**src/rtl/conv_pkg.sv**
```systemverilog
// Shared definitions for the convolution result path: FSM encoding, pixel width
// and default frame geometry.
package conv_pkg;

    localparam int PIX_W      = 8;
    localparam int IMG_W_DEF  = 256;
    localparam int IMG_H_DEF  = 256;
    localparam int IMG_PIXELS = IMG_W_DEF * IMG_H_DEF;

    typedef enum logic [1:0] {
        IDLE = 2'd0,
        RUN  = 2'd1,
        DONE = 2'd2
    } state_t;

endpackage

```
**src/rtl/wr_fifo.sv**
```systemverilog
// Small synchronous FIFO with a first-word-fall-through head; push and pop on the
// same edge are legal at any occupancy the caller allows (full with pop, one entry).
module wr_fifo
    import conv_pkg::*;
#(
    parameter int DEPTH = 4
) (
    input  logic             clk,
    input  logic             rst_n,
    input  logic             clear,
    input  logic             push,
    input  logic             pop,
    input  logic [PIX_W-1:0] din,
    output logic [PIX_W-1:0] dout,
    output logic             full,
    output logic             empty
);

    localparam int AW = $clog2(DEPTH);

    logic [PIX_W-1:0] mem [DEPTH];
    logic [AW:0]      wr_ptr;
    logic [AW:0]      rd_ptr;

    always_ff @(posedge clk) begin
        if (!rst_n || clear) begin
            wr_ptr <= '0;
            rd_ptr <= '0;
        end else begin
            if (push) wr_ptr <= wr_ptr + 1'b1;
            if (pop)  rd_ptr <= rd_ptr + 1'b1;
        end
    end

    // At full the write slot equals the head slot; the head is read out before
    // the edge overwrites it, so push-with-pop at full is safe.
    always_ff @(posedge clk) begin
        if (push) mem[wr_ptr[AW-1:0]] <= din;
    end

    assign dout  = mem[rd_ptr[AW-1:0]];
    assign empty = (wr_ptr == rd_ptr);
    assign full  = (wr_ptr[AW] != rd_ptr[AW]) && (wr_ptr[AW-1:0] == rd_ptr[AW-1:0]);

endmodule

```
**src/rtl/conv_result_writer.sv**
```systemverilog
// Writes the filter's raster-order result stream into the result SRAM through a
// small FIFO. Optional running checksum of written data: define WR_CHECKSUM_EN.
module conv_result_writer
    import conv_pkg::*;
#(
    parameter int                IMG_W      = IMG_W_DEF,
    parameter int                IMG_H      = IMG_H_DEF,
    parameter int                ADDR_W     = 16,
    parameter logic [ADDR_W-1:0] BASE_ADDR  = '0,
    parameter int                FIFO_DEPTH = 4
) (
    input  logic              clk,
    input  logic              rst_n,
    input  logic              start,
    input  logic              in_valid,
    input  logic [PIX_W-1:0]  in_pixel,
    input  logic              grant,
    output logic [ADDR_W-1:0] addr,
    output logic              wen,
    output logic [PIX_W-1:0]  d,
    output logic              done,
    output logic              overflow
`ifdef WR_CHECKSUM_EN
    ,
    output logic [15:0]       checksum
`endif
);

    localparam logic [ADDR_W:0] FRAME_CNT = (ADDR_W+1)'(IMG_W * IMG_H);

    state_t            state_q;
    state_t            state_d;
    logic [ADDR_W:0]   wcnt;
    logic              arm;
    logic              push;
    logic              pop;
    logic              drop;
    logic              full;
    logic              empty;
    logic [PIX_W-1:0]  head;

    wr_fifo #(
        .DEPTH (FIFO_DEPTH)
    ) u_fifo (
        .clk   (clk),
        .rst_n (rst_n),
        .clear (arm),
        .push  (push),
        .pop   (pop),
        .din   (in_pixel),
        .dout  (head),
        .full  (full),
        .empty (empty)
    );

    always_ff @(posedge clk) begin
        if (!rst_n) state_q <= IDLE;
        else        state_q <= state_d;
    end

    always_comb begin
        state_d = state_q;
        arm     = 1'b0;
        push    = 1'b0;
        pop     = 1'b0;
        drop    = 1'b0;
        case (state_q)
            IDLE: begin
                if (start) begin
                    arm     = 1'b1;
                    state_d = RUN;
                end
            end
            RUN: begin
                pop  = grant && !empty;
                push = in_valid && (!full || pop);
                drop = in_valid && full && !pop;
                if (pop && (wcnt == FRAME_CNT - 1'b1)) state_d = DONE;
            end
            DONE: begin
                drop = in_valid;
                if (start) begin
                    arm     = 1'b1;
                    state_d = RUN;
                end
            end
            default: state_d = IDLE;
        endcase
    end

    // done lags the state by one edge so it rises after the last write cycle.
    always_ff @(posedge clk) begin
        if (!rst_n) begin
            addr     <= BASE_ADDR;
            wen      <= 1'b1;
            d        <= '0;
            wcnt     <= '0;
            done     <= 1'b0;
            overflow <= 1'b0;
        end else begin
            wen <= 1'b1;
            d   <= '0;
            if (pop) begin
                wen  <= 1'b0;
                d    <= head;
                addr <= BASE_ADDR + wcnt[ADDR_W-1:0];
                wcnt <= wcnt + 1'b1;
            end
            if (arm) begin
                wcnt     <= '0;
                done     <= 1'b0;
                overflow <= 1'b0;
            end else begin
                done <= (state_q == DONE);
                if (drop) overflow <= 1'b1;
            end
        end
    end

`ifdef WR_CHECKSUM_EN
    always_ff @(posedge clk) begin
        if (!rst_n || arm) checksum <= '0;
        else if (pop)      checksum <= checksum + 16'(head);
    end
`endif

endmodule

```
**config.mk**
```make
export PLATFORM = sky130hd
export DESIGN_NAME = conv_result_writer
export DESIGN_NICKNAME = d
export VERILOG_FILES = /design/src/rtl/conv_pkg.sv /design/src/rtl/wr_fifo.sv /design/src/rtl/conv_result_writer.sv
export SDC_FILE = /design/constraint.sdc
export NUM_CORES = 1
export LEC_CHECK = 0
export CAP_MARGIN = 20
export CORE_MARGIN = 4
export CORE_UTILIZATION = 30
export CTS_BUF_LIST = sky130_fd_sc_hd__clkbuf_2 sky130_fd_sc_hd__clkbuf_4 sky130_fd_sc_hd__clkbuf_8
export CTS_CLUSTER_DIAMETER = 40
export DETAILED_ROUTE_END_ITERATION = 8
export PLACE_DENSITY = 0.49
export SYNTH_ARGS = -nofsm -noshare
export SYNTH_HDL_FRONTEND = slang
export SYNTH_HIERARCHICAL = 1
export SYNTH_SLANG_ARGS = --single-unit
```
**constraint.sdc**
```tcl
create_clock -name clk -period 2.9 [get_ports clk]
set_input_delay 0.87 -clock clk [delete_from_list [all_inputs] [get_ports clk]]
set_output_delay 0.87 -clock clk [all_outputs]
set_load 0.01 [all_outputs]
```
==> After elaboration in Yosys (flattened, before gate mapping) <==
Memory sizes are Yosys's and may differ from the RTL's. A register that Yosys moved wholly into a read port is not among the register bits.
Index checks and enable logic that the tools add are counted.
{ "word_totals": {"inputBits": 13, "mem_bits_rw": 32, "memories": 1, "romBits": 0, "reg_bits": 44, "latchBits": 0, "out_inout_bits": 27, "word_cells": 50} }
{ "op_classes": {"eq_ne": 8, "bitwise_logic": 1, "n_div": 0, "n_reduce_logical": 18, "mux": 11, "add_sub_neg": 3, "shifts": 0, "multipliers": 0, "n_lt_le_gt_ge": 0} }
{ "memory_table": {"columns": ["name", "depth", "word_bits", "read_ports", "rd_ports_with_merged_regs", "write_ports", "line_no", "source"], "rows": [
  ["u_fifo.mem", 4, 8, 1, 1, 1, "wr_fifo.sv:21", "logic [PIX_W-1:0] mem [DEPTH];"]
]} }
{ "op_table": {"columns": ["op", "n"], "rows": [
  ["$add 17x1->17 const B", 1],
  ["$eq 17x16->1 const B", 1],
  ["$mux 1", 7],
  ["$add 3x1->3 const B", 2],
  ["$logic_and 1x1->1", 6],
  ["$logic_not 1->1", 5],
  ["$mux 2", 2],
  ["$pmux 2 s2", 1],
  ["$reduce_and 2->1", 2],
  ["$reduce_or 2->1", 2],
  ["$eq 3x3->1", 1],
  ["$eq 2x1->1 const B", 1],
  ["$eq 2x2->1", 1],
  ["$eq 2x2->1 const B", 1],
  ["$logic_not 2->1", 1],
  ["$logic_or 1x1->1", 2],
  ["$ne 2x1->1 const B", 1],
  ["$ne 2x2->1 const B", 1],
  ["$pmux 1 s2", 1],
  ["$ne 1x1->1", 1],
  ["$not 1->1", 1]
]} }

==> Logic depth before layout (Yosys ltp) <==
{ "logic_depth": {"depth_word": 8, "ltp_mapped": 8, "mapped_depth_nobuf": 8} }

==> Modules after synthesis <==
Netlist, hierarchy kept.
{ "by_module_without_submodules": {"columns": ["module", "seq_area_each_um2", "area_per_inst_um2", "n_inst", "cells_each"], "rows": [
  ["conv_result_writer", 920.9, 1873.0, 1, 210],
  ["wr_fifo", 1121.1, 1564.0, 1, 83]
]} }

==> Worst setup path before layout <==
OpenSTA, ideal clock, no wires.
{ "synth_timing": {"path_type": "input to register", "from": "in grant", "to": "reg wcnt[13]", "setup_time_ps": 74, "path_buffers": 1, "path_slack_ps": 748, "t_arrival_ps": 2077, "required_ps": 2826, "cell_stages": 5, "path_cell_list": "nand3b_4 or4_1 buf_2 or4_1 o21ai_0"} }
{ "synth_between": {"elab_chain_len": 2} }
{ "synth_lines": {"columns": ["item", "line_no", "source"], "rows": [
  ["start: declaration", "conv_result_writer.sv:17", "input logic grant,"],
  ["$logic_and 1x1->1", "conv_result_writer.sv:75", "pop = grant && !empty;"],
  ["$mux 1", "conv_result_writer.sv:67", "case (state_q)"],
  ["end signal: assignment", "conv_result_writer.sv:107", "wcnt <= wcnt + 1'b1;"],
  ["end: declaration", "conv_result_writer.sv:33", "logic [ADDR_W:0] wcnt;"]
]} }
Every way passes these cells.
A chain may end at the register's enable or synchronous reset.

==> Worst setup path after layout <==
{ "layout_timing": {"from": "reg wcnt[4]", "to": "reg state_q[1]"} }
{ "layout_between": {"elab_chain_len": 4} }
{ "layout_lines": {"columns": ["item", "line_no", "source"], "rows": [
  ["$eq 17x16->1", "conv_result_writer.sv:78", "if (pop && (wcnt == FRAME_CNT - 1'b1)) state_d = DONE;"],
  ["$logic_and 1x1->1", "conv_result_writer.sv:78", null],
  ["$ne 2x2->1 (no source line)", null, null],
  ["$reduce_and 2->1 (no source line)", null, null],
  ["end signal: assignment", "conv_result_writer.sv:58", "else state_q <= state_d;"],
  ["end: declaration", "conv_result_writer.sv:31", "state_t state_q;"]
]} }
Every way passes these cells.

==> results.py <==
metrics = {
    "status": {
        "outcome": "finished clean",
    },
    "yosys": {
        "yosys_warnings": 6,
        "synth_xor_area_share_pct": 4.33,
        "netlist_instances": 293,
        "synth_nets": 318,
        "synth_top_family_by_area": "simple AND/OR/NAND/NOR gates",
        "syn_area_um2": 3440,
        "synth_top_area_share_pct": 31.5,
        "synth_seq_cells": 86,
        "synth_cell_types": 41,
        "synth-compound-area-share_pct": 7.14,
        "synth-simple-area-share_pct": 15.9,
        "syn_avg_cell_area_um2": 11.7,
        "synth-edff-count": 32,
        "muxShareOfSynthArea_pct": 6.12,
        "synth_top_area_cell": "dfxtp_1",
        "synth_fa_ha_area_share_pct": 4.37,
        "ys_top_cells_by_area": "dfxtp_1, edfxtp_1, mux4_2, nand2_1, ha_1",
        "ys.flop_type": "dfxtp_1",
        "async_flop_share_pct": 0,
        "yosysSeqAreaShare_pct": 59.4,
    },
    "floorplanning": {
        "io_pins": 40,
        "fp.dieArea_um2": 13200,
        "core_area_um2": 11000,
        "start_util_pct": 31.2,
        "fp-row-count": 38,
        "die_x_um": 115,
        "die-height_um": 115,
    },
    "clocking": {
        "cts_buffers": 9,
        "ctsRootBufferMaster": "clkbuf_8",
        "htree_levels": 3,
        "cts_resized": 0,
        "cts_tree": "built",
        "clkTransAtPathRegs_ns": 0.10,
        "postCtsHoldBufs": 0,
        "clk_latency_ns": 0.36,
        "clock-sinks": 86,
        "cts.path.max_buffers": 2,
        "post-cts-setup-buffers": 0,
    },
    "power_and_ir_drop": {
        "leakage_uw": 0.00143,
        "report.power.total_uw": 2220,
        "p_per_area_nw_per_um2": 529,
        "vdd.ir_drop.worst_v": 0.000242,
    },
    "routing": {
        "routed-wl-met2_um": 3110,
        "routed.top_layer": "met4",
        "drt_first_pass_iters": 4,
        "vias": 2200,
        "wl_per_cell_um": 13.6,
        "vias_per_cell": 4.55,
        "drc": 0,
        "met3_wirelength_um": 312,
        "drt-met1-wl_um": 3090,
        "ant_nets": 0,
        "routed_wl_um": 6580,
        "drtIter0Drc": 88,
    },
    "worst_setup_path": {
        "worstSetupEndpointType": "flip-flop",
        "crit_path_max_fanout": 6,
        "worst-path-buf-inv": 0,
        "slowest_stage": "dfxtp_1",
        "crit_type": "reg2reg",
        "max_stage_delay_ns": 0.46,
        "cp_top_family": "simple AND/OR/NAND/NOR gates",
        "arrival_ns": 2.61,
        "worstPathRequired_ns": 3.17,
        "crit_path_cell_trace": "nand4_2, or2_2, nor4_1, ha_1, nand3b_1, a2bb2oi_1, mux2i_1, nor2b_1",
        "startpoint_type": "flip-flop",
    },
    "timing": {
        "tightest_slew_ns": 0.646,
        "grt_setup_unrepaired": "false",
        "min_period_ns": 2.34,
        "maxSlewViolCount": 0,
        "fin_tns_setup_ns": 0,
        "slew_headroom_pct": 56.5,
        "fin_skew_ns": 0.00859,
        "timing.final.crit_share_pct": 80.8,
        "setup_violations": 0,
        "max_freq_ghz": 0.427,
        "hold_violations": 0,
    },
    "global_routing": {
        "grt_max_degree": 28,
        "grt_pass1_wl_um": 11000,
        "grt_pass1_vias": 2199,
        "overflow": 0,
        "antenna_found_initial": 0,
        "grt_use_total_pct": 10.7,
    },
    "final_layout": {
        "syn_to_final_growth_pct": 22.1,
        "drive_gt1_share_pct": 11.1,
        "mostFrequentLayoutCells": "dfxtp_1, nand2_1, clkdlybuf4s50_1",
        "fin_util_pct": 38.0,
        "final_nets": 363,
        "antenna_cells": 0,
        "final_cell_count_no_fill": 483,
        "final_common_cell": "dfxtp_1",
    },
    "placed_design": {
        "gp_congestion": 0.693,
        "placedCellCount": 467,
        "io_buffer_count": 39,
        "detailed_place_hpwl_um": 4770,
    },
    "hold_path": {
        "hp-class": "reg2reg",
    },
    "run": {
        "drv_cap": 0,
    },
}
-- cell type report --
cell class                      count  area, um2
Clock inverter                      7       70.1
Timing Repair Buffer               47        450
Inverter                            9       33.8
Clock buffer                        9        124
Fill cell                        1105       6830
Tap cell                          140        175
Sequential cell                    86       2040
Multi-Input combinational cell    185       1300
-- report_power, final --
group | internal, uW | switching (uW) | total (uW)
registers | 1260 | 7.38 | 1270
logic | 51.7 | 60.2 | 112
clock network | 341 | 495 | 837
total | 1660 | 563 | 2220
-- per-layer routing --
metal  track usage (%)  up-vias
met5                 0        -
met4              3.05        0
met3              4.05        6
met2              17.1       42
met1              13.5     1036
li1                  -     1116
-- registers in the layout, indices dropped and copies added (netlist names), named ones only --
name,count
d,8
u_fifo/wr_ptr,3
addr,16
u_fifo/mem,32
u_fifo/rd_ptr,3
done,1
overflow,1
wen,1
state_q,2
wcnt,17
-- cells in the mapped netlist (3+ instances only) --
cell type,count
mux2i_1,3
clkbuf_1,9
and3_1,9
xnor2_1,12
nor3_1,5
dfxtp_1,54
nand4_1,4
nand3b_1,3
xor2_1,5
inv_1,9
nand3_1,4
ha_1,12
and2_1,5
nor2_1,23
nand2_1,44
mux4_2,8
nor4_1,4
edfxtp_1,32
a21oi_1,5
a21boi_0,16
-- worst min-delay path: cells and delay by family, from the launching register on --
family	cells	cell delay (ns)
DFF	1	0.32
AOI/OAI and AO/OA	1	0.06
and+or+nand+nor	1	0.04
-- through the flow --
stage               hold slack [ns]  setup WS (ns)  area (um2)
floorplan                     0.455          0.748        3440
global placement              0.453          0.176        4000
detailed placement            0.457          0.135        4000
CTS                           0.471          0.521        4200
global route                  0.499          0.353        4200
finish                        0.466          0.556        4200
-- kinds of logic (layout without fill, tap and decap cells) --
logic type / after synthesis / count (layout)
simple gates: 111 / 111
flops: 86 / 86
compound gates: 34 / 34
buf+inv: 22 / 72
xor+xnor: 17 / 17
fa+ha+maj: 12 / 12
mux: 11 / 11
-- final timing paths --
kind / cells past startpoint / endpoint / slack [ns] / startpoint
max reg2reg: 8 / state_q[1]$_SDFFE_PN0P_ / 0.56 / wcnt[4]$_SDFFE_PP0P_
min: 2 / addr[7]$_SDFFE_PN0P_ / 0.47 / addr[7]$_SDFFE_PN0P_
max: 8 / state_q[1]$_SDFFE_PN0P_ / 0.56 / wcnt[4]$_SDFFE_PP0P_
min reg2reg: 2 / addr[7]$_SDFFE_PN0P_ / 0.47 / addr[7]$_SDFFE_PN0P_
Note: power is estimated with default switching activity, not from simulation.
